**src/rtl/mtime_sched.sv**
```systemverilog
// mtime_sched
// Virtual-timer scheduler between software-visible timer slots and the
// machine timer's DBus port. Keeps NUM_SLOTS 64-bit deadlines and programs
// mtimecmp with the earliest armed deadline. On a machine-timer interrupt
// every armed slot whose deadline has passed is flagged expired and
// mtimecmp is reprogrammed. This block is the only writer of mtimecmp.
//
// Ports:
//   clk, rst_n      clock and synchronous active-low reset
//   cfg_en/op/slot/deadline
//                   slot config command (01 arm, 10 disarm), single cycle
//   clr_en/clr_mask clear sticky expired flags
//   time_now        current mtime value
//   timer_irq       timer interrupt (mtime >= mtimecmp)
//   tmr_*           timer port write interface (addr 2 = cmp lo, 3 = cmp hi)
//   armed, expired  per-slot status flags
//   irq             any slot expired
//   busy            scan or write sequence in progress
module mtime_sched #(
   parameter  int NUM_SLOTS = 4,
   localparam int SLOT_W    = $clog2(NUM_SLOTS)
) (
   input  logic                 clk,
   input  logic                 rst_n,
   input  logic                 cfg_en,
   input  logic [1:0]           cfg_op,
   input  logic [SLOT_W-1:0]    cfg_slot,
   input  logic [63:0]          cfg_deadline,
   input  logic                 clr_en,
   input  logic [NUM_SLOTS-1:0] clr_mask,
   input  logic [63:0]          time_now,
   input  logic                 timer_irq,
   output logic                 tmr_rd_en,
   output logic                 tmr_wr_en,
   output logic [1:0]           tmr_addr,
   output logic [31:0]          tmr_wr_data,
   output logic [3:0]           tmr_wr_strobe,
   output logic [NUM_SLOTS-1:0] armed,
   output logic [NUM_SLOTS-1:0] expired,
   output logic                 irq,
   output logic                 busy
);

   localparam logic [1:0]        OP_ARM    = 2'b01;
   localparam logic [1:0]        OP_DISARM = 2'b10;
   localparam logic [SLOT_W-1:0] LAST_IDX  = SLOT_W'(NUM_SLOTS - 1);

   typedef enum logic [2:0] {
      IDLE,
      SCAN,
      WR_HI_MAX,
      WR_LO,
      WR_HI
   } state_t;

   state_t state;
   state_t state_nx;

   logic [63:0]          deadline [NUM_SLOTS];
   logic [63:0]          snap;
   logic [63:0]          best;
   logic [SLOT_W-1:0]    idx;
   logic                 rescan_pend;

   logic                 cfg_arm;
   logic                 cfg_disarm;
   logic                 cfg_hit_idx;
   logic                 start_scan;
   logic                 scan_expire;
   logic                 scan_better;
   logic [NUM_SLOTS-1:0] armed_nx;
   logic [NUM_SLOTS-1:0] expired_nx;

   assign cfg_arm       = cfg_en && (cfg_op == OP_ARM);
   assign cfg_disarm    = cfg_en && (cfg_op == OP_DISARM);
   // A config command aimed at the slot being scanned this cycle takes
   // precedence, so the scan leaves that slot alone entirely.
   assign cfg_hit_idx   = (cfg_arm || cfg_disarm) && (cfg_slot == idx);
   assign start_scan    = (state == IDLE) && (rescan_pend || timer_irq);

   assign tmr_rd_en     = 1'b0;
   assign tmr_wr_strobe = 4'hF;
   assign irq           = |expired;
   assign busy          = (state != IDLE);

   // Evaluate the slot under the scan pointer: either it has already
   // passed the snapshot time and expires, or it may be the new minimum.
   always_comb begin
      scan_expire = 1'b0;
      scan_better = 1'b0;
      if ((state == SCAN) && armed[idx] && !cfg_hit_idx) begin
         if (deadline[idx] <= snap) begin
            scan_expire = 1'b1;
         end else if (deadline[idx] < best) begin
            scan_better = 1'b1;
         end
      end
   end

   // Next value of the per-slot flags. Order matters: the clear goes
   // first so a scan setting the same bit wins, and config commands go
   // last so they override the scan for their slot.
   always_comb begin
      armed_nx   = armed;
      expired_nx = expired;
      if (clr_en) begin
         expired_nx = expired_nx & ~clr_mask;
      end
      if (scan_expire) begin
         expired_nx[idx] = 1'b1;
         armed_nx[idx]   = 1'b0;
      end
      if (cfg_arm) begin
         armed_nx[cfg_slot]   = 1'b1;
         expired_nx[cfg_slot] = 1'b0;
      end else if (cfg_disarm) begin
         armed_nx[cfg_slot] = 1'b0;
      end
   end

   // Sequencer: scan every slot once, then write mtimecmp hi as all-ones
   // before touching lo so no spurious interrupt can fire mid-update.
   always_comb begin
      state_nx = state;
      case (state)
         IDLE:      if (rescan_pend || timer_irq) state_nx = SCAN;
         SCAN:      if (idx == LAST_IDX) state_nx = WR_HI_MAX;
         WR_HI_MAX: state_nx = WR_LO;
         WR_LO:     state_nx = WR_HI;
         WR_HI:     state_nx = IDLE;
         default:   state_nx = IDLE;
      endcase
   end

   // State register.
   always_ff @(posedge clk) begin
      if (!rst_n) begin
         state <= IDLE;
      end else begin
         state <= state_nx;
      end
   end

   // Slot storage, scan pointer, snapshot and running minimum. A config
   // command arriving on the same edge a scan starts keeps rescan_pend set,
   // so nothing is ever lost.
   always_ff @(posedge clk) begin
      if (!rst_n) begin
         for (int i = 0; i < NUM_SLOTS; i++) begin
            deadline[i] <= '0;
         end
         armed       <= '0;
         expired     <= '0;
         rescan_pend <= 1'b0;
         snap        <= '0;
         best        <= '1;
         idx         <= '0;
      end else begin
         armed   <= armed_nx;
         expired <= expired_nx;
         if (cfg_arm) begin
            deadline[cfg_slot] <= cfg_deadline;
         end
         if (start_scan) begin
            snap <= time_now;
            idx  <= '0;
            best <= '1;
         end else if (state == SCAN) begin
            idx <= idx + SLOT_W'(1);
            if (scan_better) begin
               best <= deadline[idx];
            end
         end
         if (cfg_arm || cfg_disarm) begin
            rescan_pend <= 1'b1;
         end else if (start_scan) begin
            rescan_pend <= 1'b0;
         end
      end
   end

   // Registered timer port: driven from the state being entered so each
   // write lines up with exactly one cycle of its write state.
   always_ff @(posedge clk) begin
      if (!rst_n) begin
         tmr_wr_en   <= 1'b0;
         tmr_addr    <= 2'd0;
         tmr_wr_data <= '0;
      end else begin
         tmr_wr_en   <= 1'b0;
         tmr_addr    <= 2'd0;
         tmr_wr_data <= '0;
         case (state_nx)
            WR_HI_MAX: begin
               tmr_wr_en   <= 1'b1;
               tmr_addr    <= 2'd3;
               tmr_wr_data <= 32'hFFFF_FFFF;
            end
            WR_LO: begin
               tmr_wr_en   <= 1'b1;
               tmr_addr    <= 2'd2;
               tmr_wr_data <= best[31:0];
            end
            WR_HI: begin
               tmr_wr_en   <= 1'b1;
               tmr_addr    <= 2'd3;
               tmr_wr_data <= best[63:32];
            end
            default: begin
            end
         endcase
      end
   end

endmodule

```
**config.mk**
```make
export PLATFORM = sky130hd
export DESIGN_NAME = mtime_sched
export DESIGN_NICKNAME = d
export VERILOG_FILES = /design/src/rtl/mtime_sched.sv
export SDC_FILE = /design/constraint.sdc
export NUM_CORES = 1
export LEC_CHECK = 0
export BUFFER_PORTS_ARGS = -buffer_cell sky130_fd_sc_hd__buf_2
export CAP_MARGIN = 10
export CORE_AREA = 3 3 247 249
export DETAILED_ROUTE_END_ITERATION = 10
export DIE_AREA = 0 0 250 252
export HOLD_SLACK_MARGIN = 0.06
export MAX_ROUTING_LAYER = met4
export PLACE_DENSITY = 0.52
export SYNTH_ARGS = -nofsm -noshare
export SYNTH_HDL_FRONTEND = slang
export SYNTH_SLANG_ARGS = --single-unit
```
**constraint.sdc**
```tcl
create_clock -name clk -period 9.75 [get_ports clk]
set_input_delay 0 -clock clk [delete_from_list [all_inputs] [get_ports clk]]
set_output_delay 0 -clock clk [all_outputs]
set_load 0.03 [all_outputs]
```
==> reports/qor.yml <==
finalSetupViolCount: 0
slew_headroom_pct: 16.7
slowest_stage: "nor4_1"
critPathArrivalTime_ps: 6320
dieArea_mm2: 0.0630
clk_latency_ps: 590
critPathKind: "reg -> reg"
drt_wl_total_mm: 64.8
antenna_found_initial: 2
synth_common_cells: "edfxtp_1, and3_1, nand2_1"
synth_seq_cells: 435
synth_cells: 1925
min_period_over_period_pct: 59.7
dp_hpwl_mm: 42.7
io_buffers: 185
critPathCapture: "best[21]"
status: "finished clean"
via_per_inst: 5.22
cts_tree: "built"
routabilityCongestion: 0.885
power.density_mw_per_mm2: 170
rrSetupSlack_ps: 3930
synth_area_leaders: "edfxtp_1, dfxtp_1, ha_1"
min_period_ps: 5820
synth_area_mm2: 0.0212
tightest_slew_ps: 1250
antennaDiodeCount: 0
yosysWarnings: 0
peakVddDrop_uv: 115
path_clk_slew_ps: 60
dpl.cell_count: 2780
min-delay-path-class: "in -> reg"
fin_nets: 2474
path_cells: "buf_4 > mux4_2 > ha_1 > nand4_1 > nor4_1 > nand4_1 > a41o_1 > o211ai_1 > o21ai_2 > nor2_8 > buf_4 > mux2i_1"
pin_count: 191
cts_hold_buf: 145
die-height_um: 252
final_core_util_pct: 43.7
hold-worst-slack_ps: 129
worstRegToRegCells: 12
async_flop_share_pct: 0
synth.distinct_cells: 57
cts_sinks: 435
htreeDepth: 2
rows: 89
drtAntennaViolNets: 0
cts_resized: 0
root_buffer: "clkbuf_16"
p_leak_nw: 10.9
cp-end-kind: "flip-flop"
gr-total-overflow: 0
yosysSeqAreaShare_pct: 53.2
grt_usage_pct: 21.0
vias: 15700
die_w_um: 250
synth_edf_count: 256
start_util_pct: 35.9
critPathMaxFanout: 45
avgRoutedWirePerCell_um: 21.5
tns_ps: 0
clock_skew_ps: 15.7
rsz0062_at_grt: "false"
drcViolationCount: 0
required_ps: 10250
grt_max_degree: 116
grt_pass1_wl_mm: 98.9
synth_area_per_cell_um2: 11.0
grt_pass1_vias: 16100
hold_viol: 0
cts_setup_buffers: 0
yosysTopAreaCellShare_pct: 36.3
slew_viol_final: 0
synth_top_area_cell: "edfxtp_1"
drv_cap: 0
core_area_mm2: 0.0589
yosysMostFrequentCell: "edfxtp_1"
cts_max_path_buffers: 3
fmax_mhz: 172
synth_flop_cell: "edfxtp_1"
drive_gt1_share_pct: 16.8
worst_setup_path_start_kind: "flip-flop"
rr_endpoint: "best[21]"
max_stage_delay_ps: 780
fin_cells: 3013
cts_made_buffers: 48
dr.pass1.iters: 7
syn_to_final_growth_pct: 21.5
drt_iter0_drc: 1378
## final cells by class
| cell class | instances | area, um^2 |
|---|---|---|
| Fill cell | 5526 | 33200 |
| Tap cell | 773 | 967 |
| Timing Repair Buffer | 353 | 2550 |
| Sequential cell | 435 | 11300 |
| Multi-Input combinational cell | 1224 | 8870 |
| Clock inverter | 17 | 119 |
| Clock buffer | 71 | 1410 |
| Inverter | 140 | 527 |
## layout by cell type (no fill, tap or decap), types with 11 or more instances in the layout
| cell type | n |
|---|---|
| edfxtp_1 | 256 |
| and3_1 | 193 |
| buf_2 | 185 |
| nand2_1 | 179 |
| dfxtp_1 | 177 |
| dlygate4sd3_1 | 145 |
| nor2_1 | 142 |
| a21oi_1 | 142 |
| inv_1 | 139 |
| ha_1 | 131 |
| o21ai_0 | 84 |
| and2_1 | 67 |
| mux4_2 | 65 |
| mux2i_1 | 61 |
| clkbuf_16 | 50 |
| buf_4 | 23 |
| nand4_1 | 22 |
| nand3_1 | 16 |
| clkbuf_1 | 12 |
| clkinv_2 | 11 |
## power by group
part	switching (mW)	internal (mW)	leakage [nW]
logic	0.306	0.209	6.23
clock network	0.753	1.03	0.764
registers	0.0398	2.03	3.91
total	1.10	3.27	10.9
## through the flow
stage,area (um^2),worst slack [ps],total power [mW]
after floorplan,21200,3910,2.40
after global placement,22700,3890,2.58
after detailed placement,22700,3770,2.58
after CTS,25700,3780,4.40
after global routing,25700,3450,4.54
final,25700,3930,4.37
## sequential cells by signal, indices dropped and copies added, names as in the netlist, named ones only
| register | flops |
|---|---|
| expired | 4 |
| deadline | 256 |
| tmr_wr_data | 32 |
| state | 3 |
| idx | 2 |
| tmr_wr_en | 1 |
| best | 64 |
| rescan_pend | 1 |
| armed | 4 |
| snap | 64 |
| tmr_addr | 2 |
## how the worst min path moves through the flow
stage,startpoint,to,slack [ps],cells past startpoint
after CTS,cfg_op[1],armed[2],100,6
after global routing,cfg_op[1],armed[0],160,6
after floorplan,time_now[10],snap[10],140,2
after detailed placement,time_now[38],snap[38],250,3
final,cfg_op[1],armed[1],130,6
after global placement,time_now[8],snap[8],240,3
## logic make-up (layout without fill, tap and decap cells)
kind of cell	count (synthesis)	after routing	share of synthesized area (%)
buffers and inverters	269	581	5.36
multiplexers	126	126	9.80
AND/OR/NAND/NOR	670	670	16.0
AO/OA/AOI/OAI	289	289	7.76
flip-flops	435	435	53.2
other	2	5	0.0355
XOR/XNOR	3	3	0.124
adder cells (fa/ha/maj)	131	131	7.74
## worst max-delay path, delay by kind of cell, from the launching register on
family	cells	cell delay (ps)
AND/OR/NAND/NOR	4	1510
AO/OA/AOI/OAI	3	680
flip-flops	1	760
multiplexers	2	930
buffers and inverters	2	1410
adder cells (fa/ha/maj)	1	340
## routing by layer
layer	global-route usage, %	up-vias	share of wire, %
met5	-	-	0
met4	4.38	0	1.7
met3	3.52	81	6.2
met2	33.2	497	46
met1	28.6	7731	46
li1	-	7429	-
No activity file was read; power rests on OpenSTA's default activity.
